**src/rtl/ram_arbiter.sv**
```systemverilog
// Two-master arbiter for the single-port data RAM: fixed priority to master 0,
// starvation guard for master 1, lock for master 0 atomic sequences.
module ram_arbiter #(
  parameter int unsigned ADDR_W     = 32,
  parameter int unsigned DATA_W     = 32,
  parameter int unsigned STARVE_MAX = 4
) (
  input  logic                clk_i,
  input  logic                n_rst_i,
  input  logic                m0_req_i,
  input  logic                m0_we_i,
  input  logic [DATA_W/8-1:0] m0_sel_i,
  input  logic [ADDR_W-1:0]   m0_addr_i,
  input  logic [DATA_W-1:0]   m0_wdata_i,
  input  logic                m0_lock_i,
  output logic                m0_gnt_o,
  output logic                m0_rvalid_o,
  output logic [DATA_W-1:0]   m0_rdata_o,
  input  logic                m1_req_i,
  input  logic                m1_we_i,
  input  logic [DATA_W/8-1:0] m1_sel_i,
  input  logic [ADDR_W-1:0]   m1_addr_i,
  input  logic [DATA_W-1:0]   m1_wdata_i,
  output logic                m1_gnt_o,
  output logic                m1_rvalid_o,
  output logic [DATA_W-1:0]   m1_rdata_o,
  output logic                ram_ce_o,
  output logic                ram_we_o,
  output logic [DATA_W/8-1:0] ram_sel_o,
  output logic [ADDR_W-1:0]   ram_addr_o,
  output logic [DATA_W-1:0]   ram_data_o,
  input  logic [DATA_W-1:0]   ram_data_i
);

  localparam logic [3:0] STARVE_LIM = 4'(STARVE_MAX);

  typedef enum logic {ARB, LOCK0} state_t;

  state_t     state_q, state_d;
  logic [3:0] starve_q, starve_d;
  logic       gnt0, gnt1;

  // Grants are gated by reset so the RAM bus stays idle while in reset.
  always_comb begin
    gnt0    = 1'b0;
    gnt1    = 1'b0;
    state_d = state_q;
    if (n_rst_i) begin
      unique case (state_q)
        ARB: begin
          if (m0_req_i && m1_req_i) begin
            if (starve_q == STARVE_LIM) gnt1 = 1'b1;
            else                        gnt0 = 1'b1;
          end else begin
            gnt0 = m0_req_i;
            gnt1 = m1_req_i;
          end
          if (gnt0 && m0_lock_i) state_d = LOCK0;
        end
        LOCK0: begin
          gnt0 = m0_req_i;
          if (!m0_lock_i || !m0_req_i) state_d = ARB;
        end
        default: state_d = ARB;
      endcase
    end
  end

  always_comb begin
    starve_d = starve_q;
    if (!m1_req_i || gnt1)          starve_d = '0;
    else if (starve_q < STARVE_LIM) starve_d = starve_q + 4'd1;
  end

  assign m0_gnt_o = gnt0;
  assign m1_gnt_o = gnt1;

  always_comb begin
    ram_ce_o   = 1'b0;
    ram_we_o   = 1'b0;
    ram_sel_o  = '0;
    ram_addr_o = '0;
    ram_data_o = '0;
    if (gnt0) begin
      ram_ce_o   = 1'b1;
      ram_we_o   = m0_we_i;
      ram_sel_o  = m0_sel_i;
      ram_addr_o = m0_addr_i;
      ram_data_o = m0_wdata_i;
    end else if (gnt1) begin
      ram_ce_o   = 1'b1;
      ram_we_o   = m1_we_i;
      ram_sel_o  = m1_sel_i;
      ram_addr_o = m1_addr_i;
      ram_data_o = m1_wdata_i;
    end
  end

  always_ff @(posedge clk_i or negedge n_rst_i) begin
    if (!n_rst_i) begin
      state_q     <= ARB;
      starve_q    <= '0;
      m0_rvalid_o <= 1'b0;
      m1_rvalid_o <= 1'b0;
      m0_rdata_o  <= '0;
      m1_rdata_o  <= '0;
    end else begin
      state_q     <= state_d;
      starve_q    <= starve_d;
      m0_rvalid_o <= gnt0 && !m0_we_i;
      m1_rvalid_o <= gnt1 && !m1_we_i;
      if (gnt0 && !m0_we_i) m0_rdata_o <= ram_data_i;
      if (gnt1 && !m1_we_i) m1_rdata_o <= ram_data_i;
    end
  end

endmodule

```
**config.mk**
```make
export PLATFORM = sky130hd
export DESIGN_NAME = ram_arbiter
export DESIGN_NICKNAME = d
export VERILOG_FILES = /design/src/rtl/ram_arbiter.sv
export SDC_FILE = /design/constraint.sdc
export NUM_CORES = 1
export LEC_CHECK = 0
export ABC_AREA = 1
export CORE_ASPECT_RATIO = 0.6
export CORE_MARGIN = 2
export CORE_UTILIZATION = 34
export DETAILED_ROUTE_END_ITERATION = 16
export PLACE_DENSITY = 0.86
export SLEW_MARGIN = 20
export SYNTH_ARGS = -nofsm -noshare
export SYNTH_HDL_FRONTEND = slang
export SYNTH_SLANG_ARGS = --single-unit
```
**constraint.sdc**
```tcl
create_clock -name clk_i -period 2 [get_ports clk_i]
set_clock_uncertainty 0.15 [all_clocks]
set_input_delay 0.2 -clock clk_i [delete_from_list [all_inputs] [get_ports clk_i]]
set_output_delay 0.2 -clock clk_i [all_outputs]
set_load 0.01 [all_outputs]
```
### After elaboration in Yosys (flattened, before gate mapping)

Index checks and enable logic that the tools add are counted.

| storage, ports and cells | value |
|---|---|
| ROM bits | 0 |
| output and inout bits | 138 |
| logic and storage cells | 47 |
| memories kept | 0 |
| memory bits (writable) | 0 |
| register bits after elaboration | 71 |
| bits in latches | 0 |

| operators by class | value |
|---|---|
| bitwise operators | 1 |
| shift-type cells | 0 |
| eq/ne operators | 1 |
| $add $sub $neg | 1 |
| reduce and logical (&&, ||, !) cells | 12 |
| multipliers | 0 |
| $lt $le $gt $ge | 1 |
| mux-type cells | 25 |
| divide/modulo/power cells | 0 |

Operators with widths:

| operator | number |
|---|---|
| two-way mux 32 bit | 4 |
| two-way mux 4 bit | 4 |
| two-way mux 1 bit | 15 |
| zero test 1 bit | 5 |
| adder 4 x 1 -> 4 bit (second input constant) | 1 |
| equality test 4 x 3 -> 1 bit (second input constant) | 1 |
| logical AND 1 bit | 4 |
| < comparator 4 x 3 -> 1 bit (second input constant) | 1 |
| case mux 1 bit (2 select lines) | 2 |
| logical OR 1 bit | 2 |
| nonzero test 2 bit | 1 |
| inverter 1 bit | 1 |

### Longest topological paths before layout

Gate-level depths: netlist of run 1.

| depth | value |
|---|---|
| depth after elaboration | 8 |
| gate-level depth with buffers | 10 |
| gate-level depth less buffers | 9 |

### Worst setup path before layout of run 1

Ideal clock, no wire load.

| path | value |
|---|---|
| path kind | reg-to-output |
| start point | register starve_q[0] |
| end point | output port ram_addr_o[31] |
| arrival time | 1,351 ps |
| stages on the path, launching flop included | 9 |
| path buffers | 2 |
| setup slack | 299 ps |
| data required time | 1,650 ps |
| cell sequence | dfrtp_1 > inv_1 > ha_1 > nand3_1 > o21ai_2 > buf_4 > buf_2 > nand3_1 > nand2_1 |

| on the way | value |
|---|---|
| word-level cells in the longest chain between the ends | 8 |
| elaborated cells between the ends (all ways) | 13 |
| those cells by class | eq/ne: 1; mux: 12 |

Ends and longest elaborated chain:

| what | RTL line | text |
|---|---|---|
| from (decl) | 40 | `logic [3:0] starve_q, starve_d;` |
| from (signal assigned) | 109 | `starve_q <= starve_d;` |
| equality test 4 x 3 -> 1 bit (*) | 52 | `if (starve_q == STARVE_LIM) gnt1 = 1'b1;` |
| two-way mux 1 bit | 52 |  |
| two-way mux 1 bit | 51 | `if (m0_req_i && m1_req_i) begin` |
| two-way mux 1 bit | 49 | `unique case (state_q)` |
| two-way mux 1 bit | 48 | `if (n_rst_i) begin` |
| case mux 1 bit (2 select lines) | 49 |  |
| two-way mux 1 bit | 48 |  |
| two-way mux 32 bit (*) | 84 | `if (gnt0) begin` |
| to (decl) | 30 | `output logic [ADDR_W-1:0] ram_addr_o,` |

Mark *: on every way between the ends. The rest lies on a longest branch, timed or not. The select of a mux whose other input is x is not followed.

### Worst setup path after layout of run 1

| path | value |
|---|---|
| start point | register starve_q[0] |
| end point | output port ram_data_o[20] |

| on the way | value |
|---|---|
| word-level cells in the longest chain between the ends | 8 |
| elaborated cells between the ends (all ways) | 13 |
| those cells by class | eq/ne: 1; mux: 12 |

Ends and longest elaborated chain:

| what | RTL line | text |
|---|---|---|
| equality test 4 x 3 -> 1 bit (*) | 52 |  |
| two-way mux 1 bit | 52 |  |
| two-way mux 1 bit | 51 |  |
| two-way mux 1 bit | 49 |  |
| two-way mux 1 bit | 48 |  |
| case mux 1 bit (2 select lines) | 49 |  |
| two-way mux 1 bit | 48 |  |
| two-way mux 32 bit (*) | 84 |  |
| to (decl) | 31 | `output logic [DATA_W-1:0] ram_data_o,` |

Marks and branches as above.

==> flow_metrics.tcl, run 1 <==
set metrics [dict create \
    power_frac_comb 0.376 \
    synth-warning-count 0 \
    design_area_sq_mm 0.00873 \
    cts_tree "yes" \
    vdd_drop_max_uv 467 \
    drtIter0Drc 396 \
    clock_sinks 71 \
    htreeDepth 3 \
    clockPowerShare 0.316 \
    viasPerCell 5.32 \
    netlist_area_sq_mm 0.00395 \
    cts-root-buf "clkbuf_16" \
    finalPower_uw 6060 \
    fp.dieArea_sq_mm 0.0125 \
    wl_per_cell_um 19.8 \
    hold_viol 0 \
    io_pins 313 \
    grt-ovfl-total 0 \
    antenna_found_initial 0 \
    wirelength_mm 21.2 \
    worstMarginPinSlew_ns 0.600 \
    path_clk_slew_ns 0.06 \
    synth_cell_types 18 \
    fin_crit_ns 2.32 \
    drv_slew 0 \
    p_int_uw 4210 \
    final_cells 1069 \
    clk_latency_ns 0.33 \
    first_pass_iters 5 \
    grt_util_all_layers 0.300 \
    status "finished with violations" \
    cp_max_fo 4 \
    critPathRequiredTime_ns 1.65 \
    nets 1081 \
    fin_crit_sh 1.16 \
    numPortBuffers 312 \
    cp-start-kind "register" \
    swShare 0.306 \
    async_reset_ff_frac 1.00 \
    p_per_area_mw_per_mm2 695 \
    synth_common_cells "nand2_1, dfrtp_1, nand3_1" \
    p_leak_uw 0.00428 \
    antenna_cells 0 \
    slew_headroom 0.600 \
    vias 5685 \
    antenna_left 0 \
    violations "setup timing" \
    ys_seq_area_frac 0.450 \
    ys_seq_elements 71 \
    core_area_sq_mm 0.0113 \
    synth_cells 559 \
    synth.top_cell.area_share 0.450 \
    gp_congestion 0.805 \
    synth_fp_nets 736 \
    worst_slack_ns -0.323 \
    fmax_ghz 0.431 \
    rsz0062_at_grt "yes" \
    cp-end-kind "primary output" \
    hold_path_class "input pin to register" \
    grt_first_pass_wirelength_mm 28.4 \
    setup_viol 103 \
    placed_area_sq_mm 0.00747 \
    path_class "register to primary output" \
    area_delta_synth_final_pct 121 \
    synthFlopType "dfrtp_1" \
    hpwl_mm 13.6 \
    grt_max_degree 58 \
    start_util 0.349 \
    dp.cells 1022 \
    switchingPower_uw 1850 \
    synthTopCellsByArea "dfrtp_1, nand2_1, nand4_1, nand3_1, buf_2" \
    cp.arrival_ns 1.97 \
    rows 30 \
    drive_above_1_share 0.286 \
    dieWidth_um 143 \
    cts_buffers 9 \
    seq_power_share 0.308 \
    cts_buffer_depth 2 \
    maxCapViolCount 0 \
    fp.dieH_um 87.4 \
    yosysMostFrequentCell "nand2_1" \
    synth_area_leader_cell "dfrtp_1" \
    synth_edf_count 0 \
    syn_avg_cell_area_sq_um 7.06 \
    grt_pass1_vias 5132 \
    drc 0 \
]
-- repair_timing --
item,CTS,global route
resized for setup,378,95
endpoints found under the hold margin,71,0
setup endpoints to repair,105,112
pin swaps,33,35
hold buffers,1,0
setup buffers,18,6
gates cloned,9,3
-- routing by layer --
| metal | global-route usage | vias to the layer above | wire (um) |
|---|---|---|---|
| li1 | - | 2546 | - |
| met4 | 0.0585 | 0 | 383 |
| met2 | 0.478 | 380 | 10200 |
| met5 | 0 | - | 0 |
| met1 | 0.408 | 2718 | 8310 |
| met3 | 0.0880 | 41 | 2270 |
-- layout make-up --
cell class | instances | area [sq um]
Clock buffer | 9 | 225
Fill cell | 751 | 2570
Sequential cell | 71 | 1780
Clock inverter | 7 | 128
Multi-Input combinational cell | 427 | 2380
Inverter | 14 | 60.1
Tap cell | 160 | 200
Timing Repair Buffer | 381 | 3960
-- worst max-delay path: stages (launching register included) --
cell and delay (ns):
dfrtp_1 0.39, inv_2 0.09, ha_4 0.16, nand3_4 0.08, o21ai_4 0.21, buf_12 0.15, buf_16 0.11, buf_4 0.10
buf_6 0.09, nand3_2 0.06, nand2_1 0.10, buf_6 0.11
-- flip-flops by register name (all words and copies together) (netlist names) --
| register | cells |
|---|---|
| state_q | 1 |
| m0_rvalid_o | 1 |
| m0_rdata_o | 32 |
| m1_rdata_o | 32 |
| starve_q | 4 |
| m1_rvalid_o | 1 |
-- layout by cell type, fill, tap and decap left out, types with 2 or more instances in the layout --
cell,count
nand2_2,40
buf_8,4
nand3_1,27
nand2_1,224
clkbuf_16,12
a21oi_1,2
nand4_1,64
clkdlybuf4s50_1,238
nand2_4,11
buf_2,46
inv_8,2
buf_4,27
dfrtp_1,71
buf_12,16
inv_1,9
buf_6,35
nand3_2,39
bufinv_16,3
inv_6,2
bufbuf_16,3
nor2_1,7
nand3_4,7
clkinv_1,2
inv_2,2
buf_16,6
-- power groups by stage --
stage	Combinational, uW	Sequential [uW]	Clock [uW]
after floorplan	522	1990	0
after global placement	1960	1880	0
after detailed placement	2000	1880	0
after CTS	2130	1860	1930
after global routing	2420	1890	2020
final	2280	1870	1920
-- path summary, 6_finish.rpt --
| kind | from | to | slack, ns | depth (start not counted) |
|---|---|---|---|---|
| setup / recovery | starve_q[0]$_DFFE_PN0P_ | ram_data_o[20] | -0.32 | 11 |
| hold / removal | m1_req_i | starve_q[0]$_DFFE_PN0P_ | 0.18 | 3 |
| setup reg to reg | starve_q[0]$_DFFE_PN0P_ | m1_rdata_o[15]$_DFFE_PN0P_ | -0.18 | 11 |
| hold reg to reg | m0_rdata_o[22]$_DFFE_PN0P_ | m0_rdata_o[22]$_DFFE_PN0P_ | 0.32 | 2 |
| max in group asynchronous | n_rst_i | m1_rdata_o[22]$_DFFE_PN0P_ | 0.61 | 3 |
| min in group asynchronous | n_rst_i | starve_q[0]$_DFFE_PN0P_ | 0.47 | 3 |
-- cell families after synthesis --
logic type | share of synthesized area
flops | 0.450
compound gates | 0.00634
xor+xnor | 0.00222
fa+ha+maj | 0.00634
simple gates | 0.466
buf+inv | 0.0688
-- through the flow --
step                TNS [ns]   util  setup slack, ns  hold slack, ns
detailed placement    -39.09  0.661           -0.445          0.0411
global placement      -33.71  0.661           -0.402          0.0525
floorplan                  0      -            0.299          -0.246
global route          -28.13  0.773           -0.387           0.198
finish                -20.50  0.773           -0.323           0.179
CTS                   -18.05  0.732           -0.295           0.300
Note: power is estimated with default switching activity, not from simulation.
==> inputs of run 2 (changes only) <==
--- a/config.mk
+++ b/config.mk
@@ -7,7 +7,7 @@
 export LEC_CHECK = 0
 export ABC_AREA = 1
 export CORE_ASPECT_RATIO = 0.6
-export CORE_MARGIN = 2
+export CORE_MARGIN = 4
 export CORE_UTILIZATION = 34
 export DETAILED_ROUTE_END_ITERATION = 16
 export PLACE_DENSITY = 0.86
==> run 2 against run 1 <==
Cell count shrank 0.94%; the run still ends with setup timing left; sequential cell count is the same; register-to-register slack better by 0.13 ns; utilization decreased by 2.7 points; total power fell by 3.9%; critical endpoint is now ram_addr_o[8].
==> flow_metrics.tcl, run 2 (same netlist as run 1, synthesis figures left out) <==
set metrics [dict create \
    htreeDepth 3 \
    status "finished with violations" \
    rows 30 \
    regToRegSetupSlack_ns -0.05 \
    start_util 0.348 \
    cp-start-kind "register" \
    slew_headroom 0.462 \
    vdd_drop_max_uv 571 \
    fin_crit_sh 1.12 \
    crit_slowest_cell "dfrtp_1" \
    worstMarginPinSlew_ns 0.807 \
    wirelength_mm 20.9 \
    setup_tns_ns -13.28 \
    cp.arrival_ns 1.89 \
    p_leak_uw 0.00407 \
    final_cell_mix "clkdlybuf4s50_1, nand2_1, dfrtp_1" \
    fp.dieArea_sq_mm 0.0134 \
    cts_buffer_depth 2 \
    grt_util_all_layers 0.284 \
    hpwl_mm 13.4 \
    reg2regPathDepth 12 \
    grt-ovfl-total 0 \
    clk_latency_ns 0.31 \
    first_pass_iters 5 \
    max_stage_delay_ns 0.39 \
    core_area_sq_mm 0.0113 \
    rsz0062_at_grt "yes" \
    nets 1071 \
    cts_buffers 9 \
    final_common_cell "clkdlybuf4s50_1" \
    vias 5543 \
    hold_viol 0 \
    dp_worst_setup_slack_ns -0.456 \
    cts_tree "yes" \
    fin_crit_ns 2.24 \
    path_clk_slew_ns 0.06 \
    violations "setup timing" \
    viasPerCell 5.23 \
    final_util 0.746 \
    reg_top3 "m0_rdata_o x32, m1_rdata_o x32, starve_q x4" \
    antenna_found_initial 0 \
    io_pins 313 \
    drc 0 \
    wl_per_cell_um 19.8 \
    drv_slew 0 \
    critPathRequiredTime_ns 1.65 \
    worst_slack_ns -0.236 \
    fp.dieH_um 91.4 \
    maxCapViolCount 0 \
    antenna_left 0 \
    drtIter0Drc 421 \
    p_per_area_mw_per_mm2 690 \
    fmax_ghz 0.447 \
    grt_pass1_vias 5416 \
    cp-end-kind "primary output" \
    setup_viol 104 \
    final_cells 1059 \
    dp.cells 1019 \
    reg2reg_from "starve_q[0]$_DFFE_PN0P_" \
    clock_sinks 71 \
    path_class "register to primary output" \
    gp_congestion 0.840 \
    hold_path_class "input pin to async pin" \
    area_delta_synth_final_pct 114 \
    numPortBuffers 312 \
    worst_r2r_endpoint "m1_rdata_o[18]$_DFFE_PN0P_" \
    cp_max_fo 6 \
    grt_first_pass_wirelength_mm 30.3 \
    dieWidth_um 147 \
    cts-root-buf "clkbuf_16" \
    whs_ns 0.0492 \
    crit_path_cell_trace "inv_2 -> ha_4 -> nand3_4 -> o21ai_4 -> buf_12 -> buf_12 -> buf_8 -> buf_6 -> nand3_2 -> nand2_2 -> buf_6" \
    grt_max_degree 65 \
    drive_above_1_share 0.268 \
]
==> run 2: layout make-up <==
cell class              instances  area [sq um]
inverters                      14          60.1
diodes                          1          2.50
flip-flops and latches         71          1780
repair buffers                371          3720
multi-input cells             427          2370
clock buffers                  10           239
clock inverters                 5          81.3
well taps                     160           200
fillers                       758          2880
==> run 2: worst max-delay path, delay by kind of cell (launching register included) <==
kind	cells	cell delay [ns]
and+or+nand+nor	3	0.19
adders and majority gates	1	0.16
buffers and inverters	6	0.66
DFF	1	0.39
AOI/OAI and AO/OA	1	0.16
==> run 2: repair_timing <==
action                                 in CTS  in global routing
pin swaps                                  35                 36
gates cloned                                9                  4
setup endpoints to repair                 105                133
endpoints found under the hold margin       7                  0
resized for setup                         349                110
hold buffers                                1                  0
setup buffers                              12                  3
==> run 2: how the worst max path moves through the flow <==
stage / start / end / slack [ns] / cells past startpoint
after floorplan: starve_q[0]$_DFFE_PN0P_ / ram_addr_o[31] / 0.30 / 8
after global placement: m1_req_i / ram_addr_o[3] / -0.45 / 7
after detailed placement: m1_req_i / ram_addr_o[27] / -0.46 / 7
after CTS: starve_q[1]$_DFFE_PN0P_ / ram_addr_o[13] / -0.28 / 11
after global routing: starve_q[1]$_DFFE_PN0P_ / ram_addr_o[27] / -0.33 / 11
final: starve_q[0]$_DFFE_PN0P_ / ram_addr_o[8] / -0.24 / 11
==> run 2: metal layers <==
layer,part of all wire,GRT usage
met5,0,0
met4,0.017,0.0504
met2,0.48,0.461
met1,0.41,0.375
met3,0.093,0.0948
==> run 2: per-stage QoR <==
stage	cell area, sq um	total power, uW
after floorplan	3950	2510
after global placement	7370	3820
after detailed placement	7370	3850
after CTS	8130	5710
after global routing	8450	6080
final	8450	5830
==> run 2: where the power goes <==
group / internal (uW) / switching (uW)
logic: 1230 / 1000
clock network: 1120 / 590
registers: 1700 / 184
